File: config.mk
export PLATFORM = sky130hd
export DESIGN_NAME = mem_req_arbiter
export DESIGN_NICKNAME = d
export VERILOG_FILES = /design/src/rtl/mem_req_arbiter.sv
export SDC_FILE = /design/constraint.sdc
export NUM_CORES = 1
export LEC_CHECK = 0
export BUFFER_PORTS_ARGS = -buffer_cell sky130_fd_sc_hd__clkbuf_2
export CORE_AREA = 2 2 309 311
export CTS_BUF_LIST = sky130_fd_sc_hd__clkbuf_16
export CTS_CLUSTER_SIZE = 24
export DETAILED_ROUTE_END_ITERATION = 10
export DIE_AREA = 0 0 311 313
export PLACE_DENSITY = 0.3
export SYNTH_ARGS = -nofsm -noshare
export SYNTH_HDL_FRONTEND = slang
export SYNTH_SLANG_ARGS = --single-unit
File: constraint.sdc
create_clock -name clk -period 1.5 [get_ports clk]
set_input_delay 0.3 -clock clk [delete_from_list [all_inputs] [get_ports clk]]
set_output_delay 0.3 -clock clk [all_outputs]
set_load 0.05 [all_outputs]
File: src/rtl/mem_req_arbiter.sv
// Two-client arbiter for the shared Memory150 DDR2 channel: icache refill and dcache refill/writeback.
// One line transaction in flight; round-robin on contention; read beats steered to the owner.
module mem_req_arbiter #(
  parameter int ADDR_W = 31,
  parameter int DATA_W = 128,
  parameter int BEATS  = 2,
  parameter int MASK_W = DATA_W / 8
) (
  input  logic              clk,
  input  logic              rst,

  input  logic              ic_req_valid,
  input  logic [ADDR_W-1:0] ic_req_addr,
  output logic              ic_req_ready,
  output logic              ic_rdata_valid,
  output logic [DATA_W-1:0] ic_rdata,
  output logic              ic_rdata_last,

  input  logic              dc_req_valid,
  input  logic [ADDR_W-1:0] dc_req_addr,
  input  logic              dc_req_rnw,
  output logic              dc_req_ready,
  input  logic              dc_wdata_valid,
  input  logic [DATA_W-1:0] dc_wdata,
  input  logic [MASK_W-1:0] dc_wdata_mask,
  output logic              dc_wdata_ready,
  output logic              dc_rdata_valid,
  output logic [DATA_W-1:0] dc_rdata,
  output logic              dc_rdata_last,

  output logic              mem_cmd_valid,
  input  logic              mem_cmd_ready,
  output logic [ADDR_W-1:0] mem_cmd_addr,
  output logic              mem_cmd_rnw,
  output logic              mem_wdata_valid,
  input  logic              mem_wdata_ready,
  output logic [DATA_W-1:0] mem_wdata,
  output logic [MASK_W-1:0] mem_wdata_mask,
  input  logic              mem_rdata_valid,
  input  logic [DATA_W-1:0] mem_rdata
);

  localparam int              CNT_W     = (BEATS > 1) ? $clog2(BEATS) : 1;
  localparam logic [CNT_W-1:0] LAST_BEAT = CNT_W'(BEATS - 1);

  typedef enum logic [1:0] {IDLE, CMD, WDATA, RDATA} state_t;

  state_t             state;
  logic               owner_dc;
  logic               last_grant_dc;
  logic               rnw_q;
  logic [ADDR_W-1:0]  addr_q;
  logic [CNT_W-1:0]   beat_cnt;

  logic idle_act;
  logic grant_dc;
  logic grant_ic;
  logic wdata_act;
  logic wbeat;
  logic rbeat;
  logic last_beat;

  // NOTE: reset is synchronous, so every valid/ready is also masked by rst
  // combinationally to hold them low during the reset cycle itself.
  assign idle_act  = (state == IDLE)  && !rst;
  assign wdata_act = (state == WDATA) && !rst;
  assign rbeat     = (state == RDATA) && !rst && mem_rdata_valid;
  assign wbeat     = wdata_act && dc_wdata_valid && mem_wdata_ready;
  assign last_beat = (beat_cnt == LAST_BEAT);

  // On a tie the dcache wins unless it was the most recent grant.
  assign grant_dc = idle_act && dc_req_valid && (!ic_req_valid || !last_grant_dc);
  assign grant_ic = idle_act && ic_req_valid && !grant_dc;

  // NOTE: sequential state uses non-blocking assignments only, so every
  // register samples pre-edge values regardless of statement order.
  always_ff @(posedge clk) begin
    if (rst) begin
      state         <= IDLE;
      owner_dc      <= 1'b0;
      last_grant_dc <= 1'b0;
      rnw_q         <= 1'b0;
      addr_q        <= '0;
      beat_cnt      <= '0;
    end else begin
      case (state)
        IDLE: begin
          if (grant_dc || grant_ic) begin
            owner_dc      <= grant_dc;
            last_grant_dc <= grant_dc;
            addr_q        <= grant_dc ? dc_req_addr : ic_req_addr;
            rnw_q         <= grant_dc ? dc_req_rnw : 1'b1;
            state         <= CMD;
          end
        end
        CMD: begin
          if (mem_cmd_ready) begin
            beat_cnt <= '0;
            state    <= rnw_q ? RDATA : WDATA;
          end
        end
        WDATA: begin
          if (wbeat) begin
            if (last_beat) begin
              beat_cnt <= '0;
              state    <= IDLE;
            end else begin
              beat_cnt <= beat_cnt + 1'b1;
            end
          end
        end
        RDATA: begin
          if (rbeat) begin
            if (last_beat) begin
              beat_cnt <= '0;
              state    <= IDLE;
            end else begin
              beat_cnt <= beat_cnt + 1'b1;
            end
          end
        end
        default: state <= IDLE;
      endcase
    end
  end

  assign ic_req_ready    = grant_ic;
  assign dc_req_ready    = grant_dc;

  assign mem_cmd_valid   = (state == CMD) && !rst;
  assign mem_cmd_addr    = rst ? '0 : addr_q;
  assign mem_cmd_rnw     = rst ? 1'b0 : rnw_q;

  // Write beats pass straight through; the arbiter only counts handshakes.
  assign mem_wdata_valid = wdata_act && dc_wdata_valid;
  assign dc_wdata_ready  = wdata_act && mem_wdata_ready;
  assign mem_wdata       = rst ? '0 : dc_wdata;
  assign mem_wdata_mask  = rst ? '0 : dc_wdata_mask;

  assign ic_rdata_valid  = rbeat && !owner_dc;
  assign dc_rdata_valid  = rbeat &&  owner_dc;
  assign ic_rdata_last   = ic_rdata_valid && last_beat;
  assign dc_rdata_last   = dc_rdata_valid && last_beat;
  assign ic_rdata        = rst ? '0 : mem_rdata;
  assign dc_rdata        = rst ? '0 : mem_rdata;

endmodule
==> impl_metrics.ini <==
[route]
drt_iter0_drc = 121
vias = 7562
drtAntennaViolNets = 0
via_per_inst = 2.75
dr.pass1.iters = 4
routed_wl_mm = 53.5
wire_per_inst_um = 19.5
post-route-drc-count = 0

[sta]
setup_ws_ns = -0.189
tns_ns = -7.16
setup_violations = 118
holdWs_ns = 0.270
finalCritPeriodShare_pct = 113
hold_viol = 0
timing.fmax_mhz = 592
rsz0062_at_grt = true
worstMarginPinSlew_ns = 0.301
finClkSkew_ns = 0.00777
maxSlewHeadroom_pct = 79.4
report.final.slew_viol_count = 0
fin_crit_ns = 1.69

[logic_synthesis]
synthesis.area_um2 = 5110
avgSynthCellArea_um2 = 7.81
yosysWarnings = 0
ys_types = 36
ys_seq_area_share_pct = 14.1
netlist_instances = 654
synthesis.nets = 997
synth_seq_cells = 36

[power_and_ir_drop]
p_int_w = 0.00582
power.share.combinational_pct = 77.4
clkPwrFrac_pct = 11.9
power_switching_w = 0.00494
p_sw_share_pct = 45.9
cellLeakagePower_nw = 9.14
peakVddDrop_v = 0.000387
power_frac_seq_pct = 10.7
p_per_area_nw_per_um2 = 550

[placement]
portBuffers = 783
preCtsSetupSlack_ns = -0.361
dp.cells = 2683
hpwl_mm = 46.0
globalplace.congestion = 0.855

[floorplan]
io_pins = 784
die_w_um = 311
die_area_um2 = 97300
rows = 113
initial_core_util_pct = 5.42
dieHeight_um = 313
core_um2 = 94200

[global_route]
antenna_found_initial = 19
grt_max_degree = 24
overflow = 0
grt_util_all_layers_pct = 10.5
grt_pass1_vias = 8293
grt_pass1_wl_mm = 71.2

[job]
maxCapViolCount = 0

[final_layout]
layout_commonest_cell = clkbuf_2
drive_gt1_share_pct = 91.4
final_cell_mix = 367 x clkbuf_2, 263 x nor2b_4, 254 x buf_12
final_cells = 2746
num-fill-cells = 10223
nNetsFinal = 1822
area_delta_synth_final_pct = 283

[cts]
clk_latency_ns = 0.30
cts_num_sinks = 36
hold_buffers = 0
cts_root_buffer = clkbuf_16
cts_inserted_buffers = 5
htree_levels = 2
cts_tree = done
clk_pin_slew_worst_paths_ns = 0.06
clk_path_buf_depth = 2

[worst_setup_path]
critical-path-max-stage-delay_ns = 0.36
critPathSlowestCell = dfxtp_4
critPathRequiredTime_ns = 1.20
critPathCaptureType = output pin
arrival_ns = 1.39
crit_type = register to output pin
worstPathCellList = and3b_1 -> and3b_2 -> and2_4 -> buf_12
start_kind = register
cp_max_fo = 4

[outcome]
status = finished with violations
violations = negative setup slack

[min_path]
hp-class = input pin to register
==> power groups by stage <==
stage	Clock (W)	Combinational [W]	Sequential [W]
detailed placement	0	0.00720	0.00117
floorplan	0	0.00444	0.00115
finish	0.00128	0.00833	0.00115
CTS	0.00135	0.00833	0.00115
global route	0.00137	0.00868	0.00117
global placement	0	0.00721	0.00116
==> worst max-delay path: cells and delay by family (launching register included) <==
family        cells  cell delay (ns)
simple gates      3             0.58
flops             1             0.36
buf+inv           1             0.14
==> logic make-up after synthesis <==
family | synth area share, %
flops | 14.1
simple gates | 40.5
mux | 6.08
compound gates | 14.7
buf+inv | 24.6
==> area by class of cell <==
cell class	instances	area, µm²	share of cell area [%]
antenna	1	2.50	0.0128
clock buffer	5	125	0.640
clock inverter	3	38.8	0.198
inverter	2	7.51	0.0384
multi-input combinational	435	5300	27.1
sequential	36	729	3.73
tap	1265	1580	8.09
timing repair buffer	999	11800	60.2
==> state kept, by name, indices dropped and copies added (netlist names) <==
register and flops:
addr_q 31, beat_cnt 1, last_grant_dc 1, rnw_q 1, state 2
==> cells in the mapped netlist <==
cell type,instances,area (µm²)
mux2i_1,31,310
o21ai_0,2,10.0
inv_1,2,7.51
nand4_1,1,6.26
nor2_1,1,3.75
buf_6,2,22.5
o211a_1,1,10.0
o21bai_1,1,7.51
buf_12,3,60.1
a21oi_1,38,190
and3_1,2,12.5
and2_4,1,8.76
o311ai_0,1,8.76
nor4bb_1,2,20.0
nand2_1,1,3.75
a21boi_2,1,11.3
clkbuf_1,37,139
buf_2,6,30.0
nor3b_1,1,7.51
nor4b_1,1,8.76
and3b_1,2,17.5
and2_1,3,18.8
dfxtp_1,36,721
buf_4,132,991
nor3_4,1,16.3
nand3_1,1,5.00
a21o_1,1,7.51
a311oi_1,1,8.76
or2b_1,1,7.51
or2_1,1,6.26
a21oi_4,30,488
nor3_1,1,5.00
nor4_1,1,6.26
o21a_1,1,7.51
nor2b_1,306,1910
clkbuf_4,1,7.51
==> worst paths after layout <==
path	from	to	slack, ns	cells after the start
setup / recovery	state[1]$_SDFFE_PP0P_	ic_rdata_last	-0.19	4
hold / removal	ic_req_valid	last_grant_dc$_SDFFE_PP0P_	0.27	2
setup reg to reg	last_grant_dc$_SDFFE_PP0P_	addr_q[20]$_SDFFE_PP0P_	0.03	7
hold reg to reg	rnw_q$_SDFFE_PP0P_	rnw_q$_SDFFE_PP0P_	0.51	1
==> per-stage QoR <==
stage / utilization (%) / area (µm²) / total power (W)
CTS: 20.6 / 19400 / 0.0108
global route: 20.8 / 19600 / 0.0112
detailed placement: 17.0 / 16000 / 0.00837
finish: 20.8 / 19600 / 0.0108
floorplan: - / 7420 / 0.00560
global placement: 17.0 / 16000 / 0.00837
==> what timing repair did <==
| item | in CTS | in global routing |
|---|---|---|
| endpoints found under the setup margin | 364 | 298 |
| setup buffers | 38 | 9 |
| cloned | 26 | 0 |
| resized for setup | 528 | 191 |
| pin swaps | 7 | 3 |
==> per-layer routing <==
layer	wire [µm]	vias up	part of all wire [%]	track usage [%]
li1	-	3596	-	-
met1	21700	3553	41	12.9
met2	26300	364	49	17.9
met3	5080	35	9.5	4.33
met4	306	14	0.57	0.922
met5	91	-	0.17	0
Note: power is estimated with default switching activity, not from simulation.
